[config.mk]
export PLATFORM = sky130hd
export DESIGN_NAME = t_toggle_arbiter_flat
export DESIGN_NICKNAME = d
export VERILOG_FILES = /design/src/rtl/t_toggle_arbiter_if.sv /design/src/rtl/t_toggle_arbiter.sv /design/src/flat_wrapper.sv
export SDC_FILE = /design/constraint.sdc
export NUM_CORES = 1
export LEC_CHECK = 0
export CORE_ASPECT_RATIO = 1.75
export CORE_UTILIZATION = 40
export DETAILED_ROUTE_END_ITERATION = 10
export PLACE_DENSITY = 0.76
export REMOVE_ABC_BUFFERS = 1
export SLEW_MARGIN = 40
export SYNTH_ARGS = -nofsm -noshare
export SYNTH_HDL_FRONTEND = slang
export SYNTH_SLANG_ARGS = --single-unit
[constraint.sdc]
create_clock -name clk -period 3.6 [get_ports clk]
set_clock_uncertainty 0.05 [all_clocks]
set_input_delay 0.36 -clock clk [delete_from_list [all_inputs] [get_ports clk]]
set_output_delay 0.36 -clock clk [all_outputs]
set_load 0.05 [all_outputs]
[src/rtl/t_toggle_arbiter_if.sv]
// Request/grant bundle between the requesters and the shared toggle arbiter.
// The master side issues requests and clear; the slave side is the arbiter.
interface t_toggle_arbiter_if #(
    parameter int NREQ = 4,
    parameter int CW   = 8
) ();
    logic            clr;
    logic [NREQ-1:0] req;
    logic [NREQ-1:0] gnt;
    logic            t_pulse;
    logic            q;
    logic            busy;
    logic [CW-1:0]   tog_cnt;

    modport master (
        output clr, req,
        input  gnt, t_pulse, q, busy, tog_cnt
    );

    modport slave (
        input  clr, req,
        output gnt, t_pulse, q, busy, tog_cnt
    );
endinterface

[src/rtl/t_toggle_arbiter.sv]
// Round-robin arbiter sharing one T flip-flop among NREQ requesters.
// Each grant toggles q exactly once, then holds ownership for HOLD cycles
// (or less if the owner drops its request). An idle cycle always separates
// two grants.
module t_toggle_arbiter #(
    parameter int NREQ = 4,
    parameter int HOLD = 2,
    parameter int CW   = 8
) (
    input logic               clk,
    input logic               rst,
    t_toggle_arbiter_if.slave bus
);
    localparam int PW = (NREQ > 1) ? $clog2(NREQ) : 1;
    localparam int HW = (HOLD > 1) ? $clog2(HOLD) : 1;

    typedef enum logic {
        ST_IDLE = 1'b0,
        ST_HOLD = 1'b1
    } state_t;

    state_t          state_q, state_d;
    logic [NREQ-1:0] gnt_q, gnt_d;
    logic            tpulse_q, tpulse_d;
    logic            tq_q, tq_d;
    logic [CW-1:0]   cnt_q, cnt_d;
    logic [PW-1:0]   ptr_q, ptr_d;
    logic [HW-1:0]   hold_q, hold_d;

    logic [PW-1:0]   win;
    logic [PW-1:0]   idx;
    int              j;

    // Round-robin winner: scan downward so the lowest offset from ptr wins.
    always_comb begin
        win = '0;
        idx = '0;
        j   = 0;
        for (int i = NREQ - 1; i >= 0; i--) begin
            j = int'(ptr_q) + i;
            if (j >= NREQ) j = j - NREQ;
            idx = PW'(j);
            if (bus.req[idx]) win = idx;
        end
    end

    // Next-state logic: clear dominates, otherwise IDLE grants and HOLD counts down.
    always_comb begin
        state_d  = state_q;
        gnt_d    = gnt_q;
        tpulse_d = 1'b0;
        tq_d     = tq_q;
        cnt_d    = cnt_q;
        ptr_d    = ptr_q;
        hold_d   = hold_q;

        if (bus.clr) begin
            state_d = ST_IDLE;
            gnt_d   = '0;
            tq_d    = 1'b0;
            cnt_d   = '0;
        end else begin
            case (state_q)
                ST_IDLE: begin
                    if (|bus.req) begin
                        gnt_d      = '0;
                        gnt_d[win] = 1'b1;
                        tq_d       = ~tq_q;
                        tpulse_d   = 1'b1;
                        cnt_d      = cnt_q + CW'(1);
                        ptr_d      = (win == PW'(NREQ - 1)) ? '0 : win + PW'(1);
                        hold_d     = HW'(HOLD - 1);
                        state_d    = ST_HOLD;
                    end
                end
                ST_HOLD: begin
                    // Owner dropping its request releases before the count expires.
                    if ((bus.req & gnt_q) == '0) begin
                        gnt_d   = '0;
                        state_d = ST_IDLE;
                    end else if (hold_q == '0) begin
                        gnt_d   = '0;
                        state_d = ST_IDLE;
                    end else begin
                        hold_d = hold_q - HW'(1);
                    end
                end
                default: begin
                    gnt_d   = '0;
                    state_d = ST_IDLE;
                end
            endcase
        end
    end

    // State registers with asynchronous active-low reset.
    always_ff @(posedge clk or negedge rst) begin
        if (!rst) begin
            state_q  <= ST_IDLE;
            gnt_q    <= '0;
            tpulse_q <= 1'b0;
            tq_q     <= 1'b0;
            cnt_q    <= '0;
            ptr_q    <= '0;
            hold_q   <= '0;
        end else begin
            state_q  <= state_d;
            gnt_q    <= gnt_d;
            tpulse_q <= tpulse_d;
            tq_q     <= tq_d;
            cnt_q    <= cnt_d;
            ptr_q    <= ptr_d;
            hold_q   <= hold_d;
        end
    end

    assign bus.gnt     = gnt_q;
    assign bus.t_pulse = tpulse_q;
    assign bus.q       = tq_q;
    assign bus.tog_cnt = cnt_q;
    assign bus.busy    = |gnt_q;
endmodule

[src/flat_wrapper.sv]
// flat-port wrapper written by rule: the top's interface ports become plain ports
module t_toggle_arbiter_flat 
#(
    parameter int NREQ = 4,
    parameter int HOLD = 2,
    parameter int CW   = 8
)
  (clk, rst, bus_clr, bus_req, bus_gnt, bus_t_pulse, bus_q, bus_busy, bus_tog_cnt);
  t_toggle_arbiter_if #(.NREQ(NREQ), .CW(CW)) bus_i ();
  input logic clk;
  input logic rst;
  input wire logic [$bits(bus_i.clr)-1:0] bus_clr;
  input wire logic [$bits(bus_i.req)-1:0] bus_req;
  output wire logic [$bits(bus_i.gnt)-1:0] bus_gnt;
  output wire logic [$bits(bus_i.t_pulse)-1:0] bus_t_pulse;
  output wire logic [$bits(bus_i.q)-1:0] bus_q;
  output wire logic [$bits(bus_i.busy)-1:0] bus_busy;
  output wire logic [$bits(bus_i.tog_cnt)-1:0] bus_tog_cnt;
  assign bus_i.clr = bus_clr;
  assign bus_i.req = bus_req;
  assign bus_gnt = bus_i.gnt;
  assign bus_t_pulse = bus_i.t_pulse;
  assign bus_q = bus_i.q;
  assign bus_busy = bus_i.busy;
  assign bus_tog_cnt = bus_i.tog_cnt;
  t_toggle_arbiter #(.NREQ(NREQ), .HOLD(HOLD), .CW(CW)) u_core (.clk(clk), .rst(rst), .bus(bus_i));
endmodule
==> out/results.tsv <==
metric	value	unit
status	finished, violations left	
failing checks	hold timing	
Yosys top cell area share	41.2	%
Switching Share	36.2	%
Routed wire per std cell	15.8	um
first-pass GRT wire length	4220	um
min cycle time layout	2.36	ns
Synth Cell Area	1090	um^2
Cell Rows	24	
Max Root-Sink Buffers	2	
Setup TNS	0	ns
Peak VDD IR	0.000365	V
# clock sinks	18	
cts bufs inserted	3	
Arr. time, crit path	1.95	ns
Worst-Skew Late Latency	0.26	ns
Multi-input gate area	603	um^2
synthesized area per cell	9.94	um^2
# setup viols final	0	
die footprint	2960	um^2
Yosys warnings	0	
family with the most delay on the worst path	buffers and inverters	
Hold Buf Count CTS	0	
post-route ant nets	0	
critical path class	flip-flop to primary output	
EDFF count, synth	0	
CTS-repair resized insts	0	
area leader, netlist	dfrtp_1	
CP Capture Type	primary output	
vias in the first global route	972	
die height	71.2	um
critical path's slowest cell	clkdlybuf4s50_1	
drt drc	0	
R2R Path End	u_core.bus.gnt[0]	
vias per cell	6.23	
Main synth FF type	dfrtp_1	
GRT Total Usage	18.0	%
leakage	0.000605	uW
Net Switching	238	uW
actual slew at the worst max-slew pin	0.619	ns
Sequential Power Share	40.3	%
Seq cells post-synth	18	
Synth top cells by count	dfrtp_1 (18), a21oi_1 (11), and3_1 (6)	
Pins Over Slew Limit	0	
final wirelength	2450	um
Clock power frac	25.3	%
Worst Path Required	3.19	ns
R2R Path Start	u_core.ptr_q[1]	
crit path launch type	flip-flop	
CTS clk-pin slew, worst paths	0.07	ns
input/output buffers	21	
chip width	41.5	um
Synth Instances	110	
r2r worst-path depth	6	
DR vias	966	
fmax	0.424	GHz
Yosys cell types	42	
worst hold path class	primary input to async pin	
Seq/Total Area, Yosys	41.2	%
H-tree depth reported by CTS	1	
maxcap violations	0	
register area	450	um^2
maximum number of pins on one net before global-route repair	22	
fillcell total	236	
Final HPWL DP	1790	um
routability cong.	0.873	
drt pass-1 iters	4	
Synth area leaders	dfrtp_1 (41%), ha_1 (5.7%), a21oi_1 (5.0%)	
Comb pwr share	34.3	%
RSZ-0062 raised after global routing	false	
CP cell instances	or4_1 -> clkdlybuf4s50_1	
post-CTS setup buffer count	0	
fin crit share	65.6	%
clock root buffer	clkbuf_8	
Core ar.	2550	um^2
Final Total Pwr	657	uW
Max stage delay on crit path	0.72	ns
Post-synth ARST share	100	%
GR Overflow Total	0	
share of cells above drive strength 1	13.2	%
number of cells on the critical path	2	
Hold Violations, Final	18	
initial antenna violation count	0	
Crit Path Max Fanout	5	
Diodes inserted	0	
CTS tree	built	
PwrDens	481	nW/um^2
Initial DRC Count	9	
Nets	142	
FF-to-FF setup slack	1.65	ns
synthesis-to-finish area growth	24.8	%
relative slew slack	58.6	%
Internal	419	uW
Worst Path Buf+Inv	1	
most frequent cell after synthesis	dfrtp_1	
io pins	22	
Fin Hold WS	-0.0240	ns
Initial Util	42.8	%
-- placed cells by master, fill, tap and decap left out, types with 2 or more instances in the layout --
cell             instances
o31ai_1                  3
clkbuf_8                 4
or3_1                    3
inv_1                    3
a21oi_1                 11
nor2_1                   3
dfrtp_1                 18
nor2b_1                  2
nand2b_1                 2
nor4_1                   2
or4_1                    4
nand2_1                  4
and3_1                   6
o21ai_0                  4
nor3b_1                  2
a211o_1                  3
mux2_2                   4
o211ai_1                 2
a21o_1                   2
clkdlybuf4s50_1         20
ha_1                     5
-- through the flow --
stage | setup WS, ns | utilization [%] | hold WS (ns) | instances | instance area, um^2
2_1_floorplan | 1.16 | - | 0.0144 | 103 | 1060
4_1_cts | 1.24 | 53.7 | 0.485 | 155 | 1370
3_3_place_gp | 1.35 | 51.5 | 0.453 | 151 | 1320
6_report | 1.24 | 53.5 | -0.0240 | 155 | 1370
3_5_place_dp | 1.28 | 51.5 | 0.470 | 151 | 1320
5_1_grt | 1.22 | 53.5 | 0.00917 | 155 | 1370
-- power groups by stage --
| stage | Sequential [uW] | Combinational, uW | Clock [uW] |
|---|---|---|---|
| 6_report | 265 | 226 | 166 |
| 3_5_place_dp | 268 | 227 | 0 |
| 2_1_floorplan | 298 | 113 | 0 |
| 4_1_cts | 264 | 228 | 171 |
| 3_3_place_gp | 266 | 223 | 0 |
| 5_1_grt | 270 | 244 | 176 |
-- worst reg2reg max path, stage by stage, from the launching register on --
cell and delay (ns):
dfrtp_1 0.47, mux2i_1 0.31, o221ai_1 0.21, ha_1 0.25
nor3b_1 0.14, mux2_2 0.28, a21o_1 0.14
-- kinds of logic after synthesis --
logic type                 synth area share, %
buffers and inverters                     4.23
muxes                                     5.03
AOI/OAI and AO/OA                         23.0
and+or+nand+nor                           20.8
DFF                                       41.2
adders and majority gates                 5.72
-- state kept, by name, summed over array words and instances (netlist names) --
signal	flops
u_core.bus.t_pulse	1
u_core.bus.q	1
u_core.state_q	1
u_core.bus.gnt	4
u_core.ptr_q	2
u_core.hold_q	1
u_core.bus.tog_cnt	8
-- metal layers --
metal	vias up	share of wire (%)	GRT usage, %
met2	32	53	31.9
met5	-	0	0
met1	464	39	19.0
li1	457	-	-
met4	0	4.0	11.5
met3	13	4.4	3.06
-- final cells by class --
cell class / count / share of cell area (%)
repair buffers: 22 / 15.6
inverters: 3 / 0.825
flip-flops and latches: 18 / 33.0
well taps: 26 / 2.38
multi-input cells: 82 / 44.2
clock buffers: 4 / 4.03
-- worst max-delay path by stage --
stage	slack [ns]	start	to
2_1_floorplan	1.16	bus_req[1]	u_core.bus.gnt[0]
3_3_place_gp	1.35	bus_req[0]	u_core.bus.gnt[0]
3_5_place_dp	1.28	bus_req[0]	u_core.bus.gnt[0]
4_1_cts	1.24	u_core.bus.gnt[0]	bus_busy
5_1_grt	1.22	u_core.bus.gnt[0]	bus_busy
6_report	1.24	u_core.bus.gnt[0]	bus_busy
(Power assumes the default switching activity.)
